--- config.mk ---
export PLATFORM = sky130hd
export DESIGN_NAME = cpu_thread_sched
export DESIGN_NICKNAME = d
export VERILOG_FILES = /design/src/rtl/cpu_thread_sched.sv
export SDC_FILE = /design/constraint.sdc
export NUM_CORES = 1
export LEC_CHECK = 0
export CORE_UTILIZATION = 50
export DETAILED_ROUTE_END_ITERATION = 10
export GPL_TIMING_DRIVEN = 1
export PLACE_DENSITY = 0.74
export SYNTH_ARGS = -nofsm -noshare
export SYNTH_HDL_FRONTEND = slang
export SYNTH_SLANG_ARGS = --single-unit
--- constraint.sdc ---
create_clock -name CLK -period 9.55 [get_ports CLK]
set_clock_uncertainty 0.2 [all_clocks]
set_input_delay 0.955 -clock CLK [delete_from_list [all_inputs] [get_ports CLK]]
set_output_delay 0.955 -clock CLK [all_outputs]
set_load 0.1 [all_outputs]
--- src/rtl/cpu_thread_sched.sv ---
// Round-robin hardware thread scheduler: picks the next ready thread, restores its
// context, lets it run until it yields, then saves its context and picks again.
//
// state  | meaning
// SELECT | search ready bits after thread_num (wrapping, current checked last)
// LOAD   | load_en: restore the selected thread's context
// RUN    | thread_active: CPU executes for thread_num until switch_req
// SAVE   | save_en: store context; clear ready[thread_num] unless keep latched
module cpu_thread_sched #(
    parameter int N_THREADS     = 16,
    parameter int N_THREADS_MSB = $clog2(N_THREADS) - 1
) (
    input  logic                     CLK,
    input  logic                     reset,
    input  logic [N_THREADS-1:0]     ready_set,
    input  logic                     switch_req,
    input  logic                     switch_keep_ready,
    output logic [N_THREADS_MSB:0]   thread_num,
    output logic                     load_en,
    output logic                     save_en,
    output logic                     thread_active,
    output logic [N_THREADS-1:0]     ready,
    output logic                     idle
);

    localparam int THREAD_W = N_THREADS_MSB + 1;

    typedef enum logic [1:0] {
        ST_SELECT,
        ST_LOAD,
        ST_RUN,
        ST_SAVE
    } state_t;

    state_t                 state_q, state_d;
    logic [N_THREADS_MSB:0] thread_num_q, thread_num_d;
    logic [N_THREADS-1:0]   ready_q, ready_d;
    logic                   keep_q, keep_d;
    logic [N_THREADS_MSB:0] next_thread;
    logic [N_THREADS_MSB:0] cand;
    logic                   found;

    // Offsets 1..N_THREADS put the current thread last in the search order.
    always_comb begin
        found       = 1'b0;
        next_thread = thread_num_q;
        cand        = '0;
        for (int i = 1; i <= N_THREADS; i++) begin
            cand = THREAD_W'((int'(thread_num_q) + i) % N_THREADS);
            if (!found && ready_q[cand]) begin
                found       = 1'b1;
                next_thread = cand;
            end
        end
    end

    always_comb begin
        state_d      = state_q;
        thread_num_d = thread_num_q;
        keep_d       = keep_q;
        ready_d      = ready_q;
        case (state_q)
            ST_SELECT: begin
                if (found) begin
                    thread_num_d = next_thread;
                    state_d      = ST_LOAD;
                end
            end
            ST_LOAD: state_d = ST_RUN;
            ST_RUN: begin
                if (switch_req) begin
                    keep_d  = switch_keep_ready;
                    state_d = ST_SAVE;
                end
            end
            ST_SAVE: begin
                if (!keep_q) begin
                    ready_d[thread_num_q] = 1'b0;
                end
                state_d = ST_SELECT;
            end
            default: state_d = ST_SELECT;
        endcase
        // A new ready pulse beats the SAVE clear of the same thread.
        ready_d = ready_d | ready_set;
    end

    always_ff @(posedge CLK) begin
        if (reset) begin
            state_q      <= ST_SELECT;
            thread_num_q <= '0;
            ready_q      <= '0;
            keep_q       <= 1'b0;
        end else begin
            state_q      <= state_d;
            thread_num_q <= thread_num_d;
            ready_q      <= ready_d;
            keep_q       <= keep_d;
        end
    end

    assign thread_num    = thread_num_q;
    assign ready         = ready_q;
    assign load_en       = (state_q == ST_LOAD);
    assign save_en       = (state_q == ST_SAVE);
    assign thread_active = (state_q == ST_RUN);
    assign idle          = (state_q == ST_SELECT) && (ready_q == '0);

endmodule
==> metrics.sh, run 1 <==
GP_CONGESTION=0.9662
PORT_BUFFERS=43
CLKLATENCYLATEPIN_PS=280
IO_PINS=44
TIMING_HOLD_VIOLATIONS_FINAL=0
DETAIL_ROUTE.ITER0.VIOLATIONS=292
INITIAL_CORE_UTIL=0.5287
TIMING.SLEW.HEADROOM=0.3318
HIGHEST-SIGNAL-LAYER='met4'
FFS_W_ASYNC_S_R_SYNTH=0
DRT-MET1-WL_MM=4.170
YS_SEQ_AREA_FRAC=0.1437
DR_PASS1_ITERATIONS=7
RSZ0062_AT_GRT='no'
POST_ROUTE_CELLS_DRIVE_ABOVE_1_SHARE=0.1231
GRT_REMAINING_OVERFLOW=0
MAX_FREQ_MHz=190.9
GR-USAGE-ALL-LAYERS=0.3174
YOSYS.AREA_SHARE.SIMPLE=0.2101
SETUP_CRIT_START_KIND='register'
CTS-HTREE-LEVELS=1
ROW_COUNT=28
POST_ROUTE_FRACTION_OF_THE_PERIOD_CONSUMED_BY_THE_CRITICAL_PATH=0.5486
POST_CTS.RESIZED_INSTANCES=0
ROUTED_WIRE_LENGTH_PER_INSTANCE_UM=20.96
NUM_CLOCK_SINKS=23
MIN_PERIOD_PS=5239
CP.REQUIRED_PS=9530
SYNTHTOLAYOUTAREAGROWTH_PCT=14.25
ROUTED-WL-MET2_MM=4.589
ROUTED_WIRELENGTH_MM=9.914
YOSYSWARNINGCOUNT=0
ANTENNA_CELLS=0
CRITPATHBUFINV=2
CTS_BUFFERS=3
DESIGN.FINAL.NETS=437
ANTENNA_LEFT=0
MET3ROUTEDLENGTH_UM=897
SYNTH-XOR-AREA-SHARE=0.02694
SYNTH_LARGEST_TYPE_AREA_FRACTION=0.1437
SYNTH_FP_NETS=401
DETAILED_PLACE.AREA_UM2=3612
OUTCOME='complete, no violations'
POST_SYNTH_FA_HA_MAJ_AREA_FRACTION=0.07029
ANTENNA_FOUND_INITIAL=0
SETUP_VIOL=0
LEADING_POST_SYNTHESIS_CELLS_BY_CELL_AREA='dfxtp_1 14%, mux4_2 9.8%, mux2i_1 8.4%'
CTSHOLDBUFFERS=0
POST-ROUTE-DRC-COUNT=0
COMMONEST_CELLS_AFTER_ROUTING_FILL_AND_TAPS_ASIDE='43 x nor2_1, 43 x clkdlybuf4s50_1, 36 x nand2_1'
TIMING_WORST_SLEW_PIN_VALUE_PS=999.2
WORSTPATHCELLLIST='buf_4, clkinv_1, ha_1, mux4_1, mux4_2, or4_1, or3_4, nor3_4, a221oi_2, and4b_1, mux2_4'
MAPPEDNETLISTAREA_UM2=3204
YOSYS.AREA.TOP_TYPE='dfxtp_1'
POSTSYNTHREGISTERBITS=23
FLOORPLAN.DIE.HEIGHT_UM=82.06
SYNTH-EDFF-COUNT=0
FINAL_MAX_SLEW_VIOL_COUNT=0
CLOCK_TREE_FROM_TRITONCTS='built'
HPWLAFTERDP_MM=7.467
AVGSYNTHCELLAREA_UM2=8.827
DIE_W_UM=82.06
SETUP.WORST_PATH.CLASS='reg -> reg'
CRIT_FAMILY='simple AND/OR/NAND/NOR gates'
CTS.REPAIR_TIMING.SETUP_BUFFER_COUNT=0
CRITICAL_PATH.MAX_STAGE_DELAY_PS=890
CORE_AREA_UM2=6061
SYNTHFLOPTYPE='dfxtp_1'
VIAS_PER_CELL=6.744
DRV.MAX_CAP_VIOLATION_COUNT=0
PATH_CLK_SLEW_PS=90
CLK_PATH_BUF_DEPTH=2
YS_TYPES=71
SYNTH_MUX_AREA_FRAC=0.2983
CP_CAPTURE_TYPE='register'
CTS_ROOT_BUFFER='clkbuf_8'
PIN_COUNT_OF_THE_BIGGEST_NET_ENTERING_GLOBAL_ROUTING=27
LARGEST_FAMILY_OF_LOGIC_CELLS_BY_SYNTHESIZED_AREA='multiplexers'
CP_SLOWEST_CELL='ha_1'
SYNTH_COMPOUND_GATE_AREA_SHARE=0.1851
SETUP_TNS_PS=0
LAYOUT.CELL_AREA.NON_FILLER_UM2=3661
ARRIVAL_PS=5220
GRT_FIRST_PASS_WIRELENGTH_MM=15.78
HOLD_PATH_CLASS='reg -> reg'
NUM_VIAS=3190
FIRST_GLOBAL_VIAS=2974
SYN-INSTANCE-COUNT=363
FLOORPLAN.DIE_AREA_UM2=6733
CP_MAX_FO=25
-- routing by layer --
layer,vias up,track usage
met5,-,0
met1,1504,0.4164
met2,190,0.5231
met4,0,0.1070
met3,29,0.05556
li1,1467,-
-- kinds of logic (layout without fill, tap and decap cells) --
group                    Yosys count  in the layout
adder cells (fa/ha/maj)           18             18
buffers and inverters             32             67
multiplexers                      60             60
AND/OR/NAND/NOR                  134            134
AO/OA/AOI/OAI                     87             87
flip-flops                        23             23
XOR/XNOR                           9              9
-- tightest hold or removal path, stage by stage (launching register included) --
cell,delay [ps]
dfxtp_1,320
nand2_1,50
a21oi_1,50
-- metrics by stage --
| step | utilization | std cells | hold WS (ps) | worst slack (ps) |
|---|---|---|---|---|
| 2_1_floorplan | - | 363 | 236.7 | 4149 |
| 3_3_place_gp | 0.5960 | 469 | 242.6 | 4473 |
| 3_5_place_dp | 0.5960 | 469 | 254.9 | 4363 |
| 4_1_cts | 0.6040 | 473 | 268.1 | 4362 |
| 5_1_grt | 0.6040 | 473 | 297.9 | 4047 |
| 6_report | 0.6040 | 473 | 264.1 | 4311 |
-- path summary, 6_finish.rpt --
| check | start | endpoint | slack (ps) | cells past startpoint |
|---|---|---|---|---|
| worst max-delay path | thread_num[0] | thread_num[0] | 4310 | 11 |
| worst max register to register | thread_num[0] | thread_num[0] | 4310 | 11 |
| worst min-delay path | keep_q | keep_q | 260 | 2 |
| worst min register to register | keep_q | keep_q | 260 | 2 |
-- final cells by class --
cell class | count | area, um2
Multi-Input combinational cell | 308 | 2534
Sequential cell | 23 | 460.4
Clock buffer | 3 | 41.29
Inverter | 15 | 56.30
Fill cell | 582 | 2400
Clock inverter | 1 | 7.507
Tap cell | 75 | 93.84
Timing Repair Buffer | 48 | 467.9
-- Yosys cell counts (4+ instances only) --
library cell  instances
a211oi_1              4
a21oi_1              28
a31oi_1               4
and2_1               10
clkbuf_1              5
clkbuf_8              5
dfxtp_1              23
ha_1                 18
inv_1                14
mux2_2                7
mux2i_1              27
mux4_1               10
mux4_2               14
nand2_1              36
nand3_1               5
nor2_1               43
nor2b_1               4
nor3_1               12
nor4_1                6
o21ai_0              12
o22ai_1               4
o31ai_1               5
xnor2_1               6
-- flip-flops by register name, indices dropped and copies added, names as in the netlist --
signal,flops
keep_q,1
state_q,2
ready,16
thread_num,4
Power of run 1 is left out: the tool's default activity adds up to more than one toggle a clock period on the data nets, which glitch-free logic cannot reach.
==> inputs of run 2 (changes only) <==
Clock period 9.55 ns to 5.3 ns, I/O delays scaled along.
==> run 2 against run 1 <==
  * Via count down 0.85%
  * Cell count up 1.3%
  * Routed wire length down 1.4%
  * Flip-flop and latch count unchanged
==> metrics.sh, run 2 (synthesis gave the netlist of run 1 again) <==
HOLD_END='keep_q'
RR_STARTPOINT='thread_num[1]'
CRIT_FAMILY='simple AND/OR/NAND/NOR gates'
CTS.REPAIR_TIMING.SETUP_BUFFER_COUNT=0
TIMING.SLEW.HEADROOM=0.3381
OUTCOME='complete, no violations'
LARGEST_REGISTER_FFS=16
COMMONEST_CELLS_AFTER_ROUTING_FILL_AND_TAPS_ASIDE='43 x nor2_1, 43 x clkdlybuf4s50_1, 36 x nand2_1'
CRITICAL_PATH.MAX_STAGE_DELAY_PS=740
GRT_REMAINING_OVERFLOW=0
DRV.MAX_CAP_VIOLATION_COUNT=0
ANTENNA_FOUND_INITIAL=0
DESIGN.FINAL.NETS=443
CLOCK_TREE_FROM_TRITONCTS='built'
NUM_CLOCK_SINKS=23
FILLERINSTANCES=544
ROUTED_WIRELENGTH_MM=9.772
SYNTHTOLAYOUTAREAGROWTH_PCT=15.62
NUM_VIAS=3163
SETUP_VIOL=0
PIN_COUNT_OF_THE_BIGGEST_NET_ENTERING_GLOBAL_ROUTING=27
HPWLAFTERDP_MM=7.382
TIMING_HOLD_VIOLATIONS_FINAL=0
DIE_W_UM=82.06
WORSTPATHCELLLIST='inv_1, ha_1, mux4_1, mux4_2, or4_1, or3_4, nor3_4, a221oi_2, and4b_1, mux2_4'
PATH_CLK_SLEW_PS=80
GR-USAGE-ALL-LAYERS=0.3050
CTS_BUFFERS=3
CP_SLOWEST_CELL='or4_1'
CTS_ROOT_BUFFER='clkbuf_8'
TIMING_WORST_SLEW_PIN_VALUE_PS=989.7
R2R_END='thread_num[0]'
GP_CONGESTION=1.002
SETUP.WORST_PATH.CLASS='reg -> reg'
DETAIL_ROUTE.ITER0.VIOLATIONS=249
ROUTED_WIRE_LENGTH_PER_INSTANCE_UM=20.40
RSZ0062_AT_GRT='no'
MULTI_INPUT_AREA_UM2=2534
SETUP.REG_TO_REG.WORST_SLACK_PS=470
POST_ROUTE_FRACTION_OF_THE_PERIOD_CONSUMED_BY_THE_CRITICAL_PATH=0.9108
FIRST_GLOBAL_VIAS=2918
IO_PINS=44
POST-ROUTE-DRC-COUNT=0
ROW_COUNT=28
ARRIVAL_PS=4790
SETUP_TNS_PS=0
CLK_PATH_BUF_DEPTH=2
HOLD_PATH_CLASS='reg -> reg'
LAYOUT.AREA.SEQ_UM2=461.7
CP_CAPTURE_TYPE='register'
DR_PASS1_ITERATIONS=5
REG2REGPATHDEPTH=10
CTS-HTREE-LEVELS=1
FINAL_MAX_SLEW_VIOL_COUNT=0
FLOORPLAN.DIE.HEIGHT_UM=82.06
POST_CTS.RESIZED_INSTANCES=0
CTSHOLDBUFFERS=0
GRT_FIRST_PASS_WIRELENGTH_MM=15.21
MIN_DELAY_STARTPOINT='keep_q'
ANTENNA_LEFT=0
SETUP_CRIT_START_KIND='register'
CRITPATHBUFINV=1
MAX_FREQ_MHz=207.2
INITIAL_CORE_UTIL=0.5287
FLOORPLAN.DIE_AREA_UM2=6733
TIMING.HOLD.WORST_PATH_DEPTH=2
VIAS_PER_CELL=6.603
POST_ROUTE_CELLS_DRIVE_ABOVE_1_SHARE=0.1386
MIN_PERIOD_PS=4827
CLKLATENCYLATEPIN_PS=270
ANTENNA_CELLS=0
CP_MAX_FO=20
PORT_BUFFERS=43
CORE_AREA_UM2=6061
CP.REQUIRED_PS=5260
==> run 2: changes by cell type in the layout (fill, tap and decap cells not counted), sizes merged <==
cell,delta
buf,+6
clkinv,+1
clkinvlp,-1
==> run 2: worst max path at each step <==
stage	depth (start not counted)	slack (ps)	from	to
after floorplan	14	80	thread_num[0]	thread_num[0]
after global placement	10	670	thread_num[1]	thread_num[0]
after detailed placement	10	500	thread_num[1]	thread_num[0]
after CTS	10	470	thread_num[1]	thread_num[0]
after global routing	12	270	thread_num[1]	thread_num[0]
final	10	470	thread_num[1]	thread_num[0]
==> run 2: final cells by class <==
type | instances | share of cell area
multi-input combinational | 308 | 0.6839
clock inverter | 1 | 0.001351
timing repair buffer | 54 | 0.1385
sequential | 23 | 0.1246
clock buffer | 3 | 0.01114
inverter | 15 | 0.01520
tap | 75 | 0.02533
==> run 2: metrics by stage <==
step	setup slack, ps	utilization	hold WS (ps)	cells	area [um2]
after floorplan	84.36	-	236.7	363	3206
final	472.9	0.6113	266.7	479	3705
after detailed placement	496.5	0.6036	257.0	475	3659
after global placement	675.0	0.6036	246.0	475	3659
after CTS	469.6	0.6113	268.6	479	3705
after global routing	268.4	0.6113	297.7	479	3705
==> run 2: per-layer routing <==
| metal | track usage | vias to the layer above | share of wire |
|---|---|---|---|
| li1 | - | 1471 | - |
| met1 | 0.4097 | 1466 | 0.43 |
| met2 | 0.4901 | 197 | 0.45 |
| met3 | 0.03667 | 29 | 0.083 |
| met4 | 0.1316 | 0 | 0.035 |
| met5 | 0 | - | 0 |
==> run 2: tightest hold or removal path, delay by kind of cell, from the launching register on <==
kind | cells | cell delay (ps)
AO/OA/AOI/OAI | 1 | 50
AND/OR/NAND/NOR | 1 | 50
flip-flops | 1 | 320
Power of run 2 is left out for the same reason.
